===== config.mk =====
export PLATFORM = sky130hd
export DESIGN_NAME = rv32_alu
export DESIGN_NICKNAME = d
export VERILOG_FILES = /design/src/rtl/alu_pkg.sv /design/src/rtl/rv32_branch_cmp.sv /design/src/rtl/rv32_alu.sv
export SDC_FILE = /design/constraint.sdc
export NUM_CORES = 1
export LEC_CHECK = 0
export BUFFER_PORTS_ARGS = -buffer_cell sky130_fd_sc_hd__buf_2
export CAP_MARGIN = 20
export CORE_ASPECT_RATIO = 1.2
export CORE_UTILIZATION = 35
export DETAILED_ROUTE_END_ITERATION = 10
export PLACE_DENSITY = 0.62
export SYNTH_ARGS = -nofsm -noshare
export SYNTH_HDL_FRONTEND = slang
export SYNTH_SLANG_ARGS = --single-unit

===== constraint.sdc =====
create_clock -name clk -period 3.8 [get_ports clk]
set_clock_uncertainty 0.2 [all_clocks]
set_input_delay 0.19 -clock clk [delete_from_list [all_inputs] [get_ports clk]]
set_output_delay 0.19 -clock clk [all_outputs]
set_load 0.005 [all_outputs]

===== src/rtl/alu_pkg.sv =====
// Shared encodings for the RV32I execute-stage ALU: control selector, funct3 codes
// and the opcodes the ALU decoder needs to tell R-type from I-type.
package alu_pkg;

    localparam int XLEN = 32;

    typedef enum logic [1:0] {
        ALU_FUNCT  = 2'b00,
        ALU_BRANCH = 2'b01,
        ALU_ADD    = 2'b10,
        ALU_PASSB  = 2'b11
    } alu_ctl_e;

    localparam logic [2:0] F3_ADD  = 3'b000;
    localparam logic [2:0] F3_SLL  = 3'b001;
    localparam logic [2:0] F3_SLT  = 3'b010;
    localparam logic [2:0] F3_SLTU = 3'b011;
    localparam logic [2:0] F3_XOR  = 3'b100;
    localparam logic [2:0] F3_SR   = 3'b101;
    localparam logic [2:0] F3_OR   = 3'b110;
    localparam logic [2:0] F3_AND  = 3'b111;

    localparam logic [2:0] F3_BEQ  = 3'b000;
    localparam logic [2:0] F3_BNE  = 3'b001;
    localparam logic [2:0] F3_BLT  = 3'b100;
    localparam logic [2:0] F3_BGE  = 3'b101;
    localparam logic [2:0] F3_BLTU = 3'b110;
    localparam logic [2:0] F3_BGEU = 3'b111;

    localparam logic [6:0] OPC_OP     = 7'b0110011;
    localparam logic [6:0] OPC_OP_IMM = 7'b0010011;
    localparam logic [6:0] OPC_BRANCH = 7'b1100011;

endpackage


===== src/rtl/rv32_branch_cmp.sv =====
// Branch condition evaluator: equality plus signed/unsigned less-than, selected by
// the branch funct3. Reserved funct3 codes never take the branch.
module rv32_branch_cmp
    import alu_pkg::*;
(
    input  logic [XLEN-1:0] a,
    input  logic [XLEN-1:0] b,
    input  logic [2:0]      funct3,
    output logic            flag
);

    logic eq;
    logic lt_s;
    logic lt_u;

    assign eq   = (a == b);
    assign lt_s = ($signed(a) < $signed(b));
    assign lt_u = (a < b);

    always_comb begin
        flag = 1'b0;
        case (funct3)
            F3_BEQ:  flag = eq;
            F3_BNE:  flag = !eq;
            F3_BLT:  flag = lt_s;
            F3_BGE:  flag = !lt_s;
            F3_BLTU: flag = lt_u;
            F3_BGEU: flag = !lt_u;
            default: flag = 1'b0;
        endcase
    end

endmodule


===== src/rtl/rv32_alu.sv =====
// RV32I ALU: combinational result and branch flag, plus a registered copy of both
// for pipelined consumers (cleared asynchronously by rst_n).
module rv32_alu
    import alu_pkg::*;
(
    input  logic            clk,
    input  logic            rst_n,
    input  logic [XLEN-1:0] src_A,
    input  logic [XLEN-1:0] src_B,
    input  logic [31:0]     instruction,
    input  logic [1:0]      ALU_control,
    output logic [XLEN-1:0] ALU_result,
    output logic            BranchConditionFlag,
    output logic [XLEN-1:0] ALU_result_q,
    output logic            BranchConditionFlag_q
);

    logic [6:0] opcode;
    logic [2:0] funct3;
    logic       funct7b5;
    logic [4:0] shamt;
    logic       cmp_flag;
    alu_ctl_e   ctl;
    logic       unused_instr_bits;

    assign opcode   = instruction[6:0];
    assign funct3   = instruction[14:12];
    assign funct7b5 = instruction[30];
    assign shamt    = src_B[4:0];
    assign ctl      = alu_ctl_e'(ALU_control);
    assign unused_instr_bits = ^{instruction[31], instruction[29:15], instruction[11:7]};

    rv32_branch_cmp u_branch_cmp (
        .a      (src_A),
        .b      (src_B),
        .funct3 (funct3),
        .flag   (cmp_flag)
    );

    always_comb begin
        ALU_result = '0;
        case (ctl)
            ALU_FUNCT: begin
                case (funct3)
                    // Only R-type uses instr[30] to select SUB; for ADDI it is immediate data.
                    F3_ADD:  ALU_result = (opcode == OPC_OP && funct7b5) ? src_A - src_B
                                                                         : src_A + src_B;
                    F3_SLL:  ALU_result = src_A << shamt;
                    F3_SLT:  ALU_result = {{(XLEN-1){1'b0}}, ($signed(src_A) < $signed(src_B))};
                    F3_SLTU: ALU_result = {{(XLEN-1){1'b0}}, (src_A < src_B)};
                    F3_XOR:  ALU_result = src_A ^ src_B;
                    F3_SR:   ALU_result = funct7b5 ? $unsigned($signed(src_A) >>> shamt)
                                                   : src_A >> shamt;
                    F3_OR:   ALU_result = src_A | src_B;
                    F3_AND:  ALU_result = src_A & src_B;
                    default: ALU_result = '0;
                endcase
            end
            ALU_BRANCH: ALU_result = src_A - src_B;
            ALU_ADD:    ALU_result = src_A + src_B;
            ALU_PASSB:  ALU_result = src_B;
            default:    ALU_result = '0;
        endcase
    end

    assign BranchConditionFlag = (ctl == ALU_BRANCH) ? cmp_flag : 1'b0;

    always_ff @(posedge clk or negedge rst_n) begin
        if (!rst_n) begin
            ALU_result_q          <= '0;
            BranchConditionFlag_q <= 1'b0;
        end else begin
            ALU_result_q          <= ALU_result;
            BranchConditionFlag_q <= BranchConditionFlag;
        end
    end

endmodule


After elaboration in Yosys (flattened, before gate mapping)
Index checks and enable logic that the tools add are counted.

operators by class
  $add $sub $neg = 2
  $lt $le $gt $ge = 2
  eq/ne operators = 12
  shift operators = 3
  multiplexer cells = 6
  bitwise gates (word level) = 3
  reduce and logical (&&, ||, !) cells = 6

operator list
  operator              count
  $pmux W32 S8          1
  $pmux W32 S4          1
  $lt A32 B32 Y1        2
  $mux W32              2
  $add A32 B32 Y32      1
  $and A32 B32 Y32      1
  $eq A32 B32 Y1        1
  $or A32 B32 Y32       1
  $shl A32 B5 Y32       1
  $shr A32 B5 Y32       1
  $sshr A32 B5 Y32      1
  $sub A32 B32 Y32      1
  $xor A32 B32 Y32      1
  $eq A3 B3 Y1 const B  4
  $eq A7 B6 Y1 const B  1
  $eq A3 B2 Y1 const B  2
  $pmux W1 S6           1
  $eq A2 B2 Y1 const B  2
  $eq A3 B1 Y1 const B  1
  $logic_not A1 Y1      3
  $logic_not A3 Y1      1
  $eq A2 B1 Y1 const B  1
  $logic_not A2 Y1      1
  $logic_and A1 B1 Y1   1
  $mux W1               1

storage, ports and cells
  bits in registers = 33
  input port bits = 100
  word-level logic and storage cells = 36

Logic depth before layout (Yosys ltp)
  word-level depth = 5
  mapped depth = 16
  mapped depth without buffers = 13

Cells and area by module
Synthesis repeated with hierarchy kept, for this count alone.

unflattened totals
  cell total of the unflattened synthesis = 1643
  area, all modules = 12304.3 um^2

modules (own cells, without submodules)
  module           instances  cells each  area each (um^2)  seq. area each (um^2)
  rv32_alu         1          1524        11398.4           825.8
  rv32_branch_cmp  1          119         905.9             0.0

Worst setup path before layout
Ideal clock, no wire load.

  path kind = input port to output port
  start = in src_B[2]
  end = out ALU_result[28]
  data arrival time = 3796 ps
  setup slack = -386 ps
  cell stages on the path = 15
  cells stage by stage = inv_1 > buf_1 > buf_1 > buf_2 > ha_1 > o21ba_2 > o2111a_2 > nor2_2 > a2111oi_4 > o21ai_1 > a221o_1 > a211o_1 > xnor2_2 > o21ai_1 > o31ai_1

between the ends
  word-level cells in the longest chain between the ends = 4
  elaborated cells between the ends (all ways) = 9
  classes of those cells = add/sub: 2; shift: 3; mux: 4

RTL lines
  what                                            RTL line                        source
  start: declaration                              rv32_alu.sv:9                   input logic [XLEN-1:0] src_B,
  $add A32 B32 Y32, or another cell as far along  rv32_alu.sv:47, rv32_alu.sv:60
  $mux W32, on equally long branches              rv32_alu.sv:46, rv32_alu.sv:52
  $pmux W32 S8                                    rv32_alu.sv:44                  case (funct3)
  $pmux W32 S4 (*)                                rv32_alu.sv:42                  case (ctl)
  end: declaration                                rv32_alu.sv:12                  output logic [XLEN-1:0] ALU_result,

Every way passes the cells marked *; elsewhere a longest branch is shown, timed or not.

Final worst setup path
  start = in src_A[0]
  end = out ALU_result[0]

between the ends
  word-level cells in the longest chain between the ends = 4
  elaborated cells between the ends (all ways) = 14
  classes of those cells = add/sub: 2; order compare: 2; shift: 3; mux: 4; bitwise: 3

RTL lines
  what                                            RTL line                        source
  start: declaration                              rv32_alu.sv:8                   input logic [XLEN-1:0] src_A,
  $add A32 B32 Y32, or another cell as far along  rv32_alu.sv:47, rv32_alu.sv:60
  $mux W32, on equally long branches              rv32_alu.sv:46, rv32_alu.sv:52
  $pmux W32 S8                                    rv32_alu.sv:44
  $pmux W32 S4 (*)                                rv32_alu.sv:42

Marks and branches as above.

==> metrics.txt <==
outcome finished, final reports clean; critical path, cell by cell buf_8 -> inv_4 -> ha_4 -> fa_2 -> o21ba_4 -> o2111a_2 -> nor2_4 -> a2111oi_4 -> o21ai_1 -> a221o_1 -> a211o_1 -> a221oi_2 -> o211ai_1 -> a21oi_2 -> buf_2; synthesized flop and latch total 33; area of the placeable core 29,870 µm²; global routing usage summed across all routing layers 0.3675; overall power after layout 3.186 mW; FP Rows 69; instance count along the most critical hold path 3; DRC errors left 0; RSZ-0062 raised after global routing yes; die height 193.8 µm; delay of the slowest cell on the worst path 0.45 ns; Nets 2,052; half-perimeter wire length after placement 46,420 µm; boundary pin count 166; relative max-transition margin 0.4220; cell area after layout 14,010 µm²; EDFF count, synth 0; number of global-route vias before repair 13,593; Cell Area, Synth 10,730 µm²; Vias/cell 6.275; number of buffers created by CTS 5; wire length of the first global-routing pass 86,080 µm; Worst EP arrival 3.40 ns; TritonCTS Sinks 33; Max clock buf depth 2; number of library cell types mapped by synthesis 82; most common cell after layout, fill and taps aside sky130_fd_sc_hd__buf_4; DR WL/cell 26.01 µm; worst min-delay path class in -> reg; drt initial violations 1,568; worst-path fanout max 3; CP startpoint kind input port; smallest setup slack after layout 0.009029 ns; start-to-end type of the worst setup path in -> out; destination of the critical timing path ALU_result[0]; root buf cell sky130_fd_sc_hd__clkbuf_16; Detail Route Antenna Nets 0; first-pass iteration count of the detailed router 6; routed wire length 58,350 µm; largest vdd supply drop 0.0001782 V; initial antenna violation count 0; CP max stage cell sky130_fd_sc_hd__a2111oi_4; count of input and output buffers 144; Mapped Nets 1,747; pin slew with the least headroom to its limit 0.8670 ns; final core utilization 0.4689; leakage power 6.459 nW; number of cells produced by synthesis 1,548; kind of end point of the critical path output port; number of diodes added for antenna fixing 0; Cell Count, Final, Fillers Out 2,243; Total Die Area 31,380 µm²; area growth from synthesis to layout 30.48%; commonest cells after routing, fill and taps aside 267 x sky130_fd_sc_hd__buf_4, 210 x sky130_fd_sc_hd__nor2_1, 141 x sky130_fd_sc_hd__a21oi_1; maximum clock rate 263.8 MHz; Slew Limit Fails 0; Overflow after GRT 0; pin count of the biggest net entering global routing 65; total setup violations reported at the end of the flow 0; Critical Path RT 3.41 ns; Cell Area, Placed 13,480 µm²; per-instance average area after synthesis 6.934 µm²; async set-reset flop share out of synthesis 1.000; pre-CTS setup slack -0.2251 ns; timing startpoint of the critical path src_A[0]; ratio of cells with drive above 1 in the final layout 0.2817; final critical delay including setup and external delays 3.791 ns; power per cell area 227.5 nW/µm²; post-route clock period utilization 0.9976; Synth Flop Type sky130_fd_sc_hd__dfrtp_1; Inst Count DP 2,226; clock transition at the register clock pins on the worst setup and hold paths after CTS 0.05 ns; count of yosys warnings during synthesis 0; Vias 14,074; initial cell density of the core 0.3593; reported max-cap violation count 0; TritonCTS clock tree built; number of H-tree levels 2; horizontal die dimension 161.9 µm; final hold violations 0; register area share after synthesis 0.07693; placer's final routability congestion estimate 1.063
## stage by stage
| step | hold WS, ns | TNS (ns) |
|---|---|---|
| after floorplan | -0.3056 | 0 |
| after global placement | 0.1211 | -0.2086 |
| after detailed placement | 0.1466 | -0.5700 |
| after CTS | 0.07613 | 0 |
| after global routing | 0.09670 | -0.1495 |
| final | 0.08260 | 0 |
## sequential cells by signal, indices dropped and copies added, names as in the netlist
signal / count
BranchConditionFlag_q: 1
ALU_result_q: 32
## power by group
| group | switching (mW) | leakage (nW) | internal (mW) | total, mW |
|---|---|---|---|---|
| clock network | 0.184 | 0.0700 | 0.258 | 0.442 |
| registers | 0.0124 | 0.386 | 0.409 | 0.421 |
| logic | 1.35 | 6.00 | 0.968 | 2.32 |
| total | 1.55 | 6.46 | 1.64 | 3.19 |
## layer usage
| layer | GRT usage | part of all wire | vias up |
|---|---|---|---|
| met5 | 0 | 0 | - |
| met4 | 0.2893 | 0.096 | 0 |
| met3 | 0.05091 | 0.078 | 252 |
| met2 | 0.6053 | 0.46 | 846 |
| met1 | 0.4257 | 0.36 | 6628 |
| li1 | - | - | 6348 |
## cell type report
cell class                 instances  area, µm²
clock buffer                       7      142.6
fill                            3188      15870
inverter                         108      407.9
multi-input combinational       1289       9290
sequential                        33      825.8
tap                              390      488.0
timing repair buffer             416       2851
## cells in the mapped netlist, drive strengths merged, types with 15 or more instances
master / instances / share of area
nor2: 212 / 0.074
a21oi: 145 / 0.068
o21ai: 142 / 0.066
nand2: 114 / 0.040
inv: 107 / 0.037
ha: 97 / 0.11
mux2i: 82 / 0.076
clkbuf: 74 / 0.026
buf: 44 / 0.018
nor3: 38 / 0.018
o211ai: 37 / 0.026
mux4: 36 / 0.076
xnor2: 35 / 0.029
dfrtp: 33 / 0.077
nand3: 31 / 0.014
a221oi: 29 / 0.025
o22ai: 27 / 0.016
a211oi: 25 / 0.017
a21o: 17 / 0.012
o31ai: 15 / 0.011
## timing repair
| item | CTS | global route |
|---|---|---|
| setup endpoints to repair | 6 | 18 |
| hold endpoints to repair | 33 | 0 |
| resized for setup | 10 | 49 |
| pin swaps | 1 | 19 |
| setup buffers | 2 | 6 |
| cloned | 0 | 1 |
| hold buffers | 1 | 0 |
## cell families after synthesis
kind of cell	after synthesis	share of synthesized area
adder cells (fa/ha/maj)	99	0.1168
multiplexers	120	0.1541
AND/OR/NAND/NOR	457	0.1841
XOR/XNOR	42	0.03497
AO/OA/AOI/OAI	571	0.3512
flip-flops	33	0.07693
buffers and inverters	226	0.08194
## worst min path at each step
stage	from	slack [ns]	end
2_1_floorplan	rst_n	-0.31	ALU_result_q[0]$_DFF_PN0_
3_3_place_gp	rst_n	0.12	ALU_result_q[27]$_DFF_PN0_
3_5_place_dp	rst_n	0.15	ALU_result_q[27]$_DFF_PN0_
4_1_cts	src_B[20]	0.08	ALU_result_q[20]$_DFF_PN0_
5_1_grt	src_B[20]	0.1	ALU_result_q[20]$_DFF_PN0_
6_report	src_B[6]	0.08	ALU_result_q[6]$_DFF_PN0_
## critical path: cells and delay by family
kind	cells	cell delay (ns)
adder cells (fa/ha/maj)	2	0.35
AO/OA/AOI/OAI	9	2.47
AND/OR/NAND/NOR	1	0.07
buffers and inverters	3	0.30
Power figures use the tool's default switching activity.
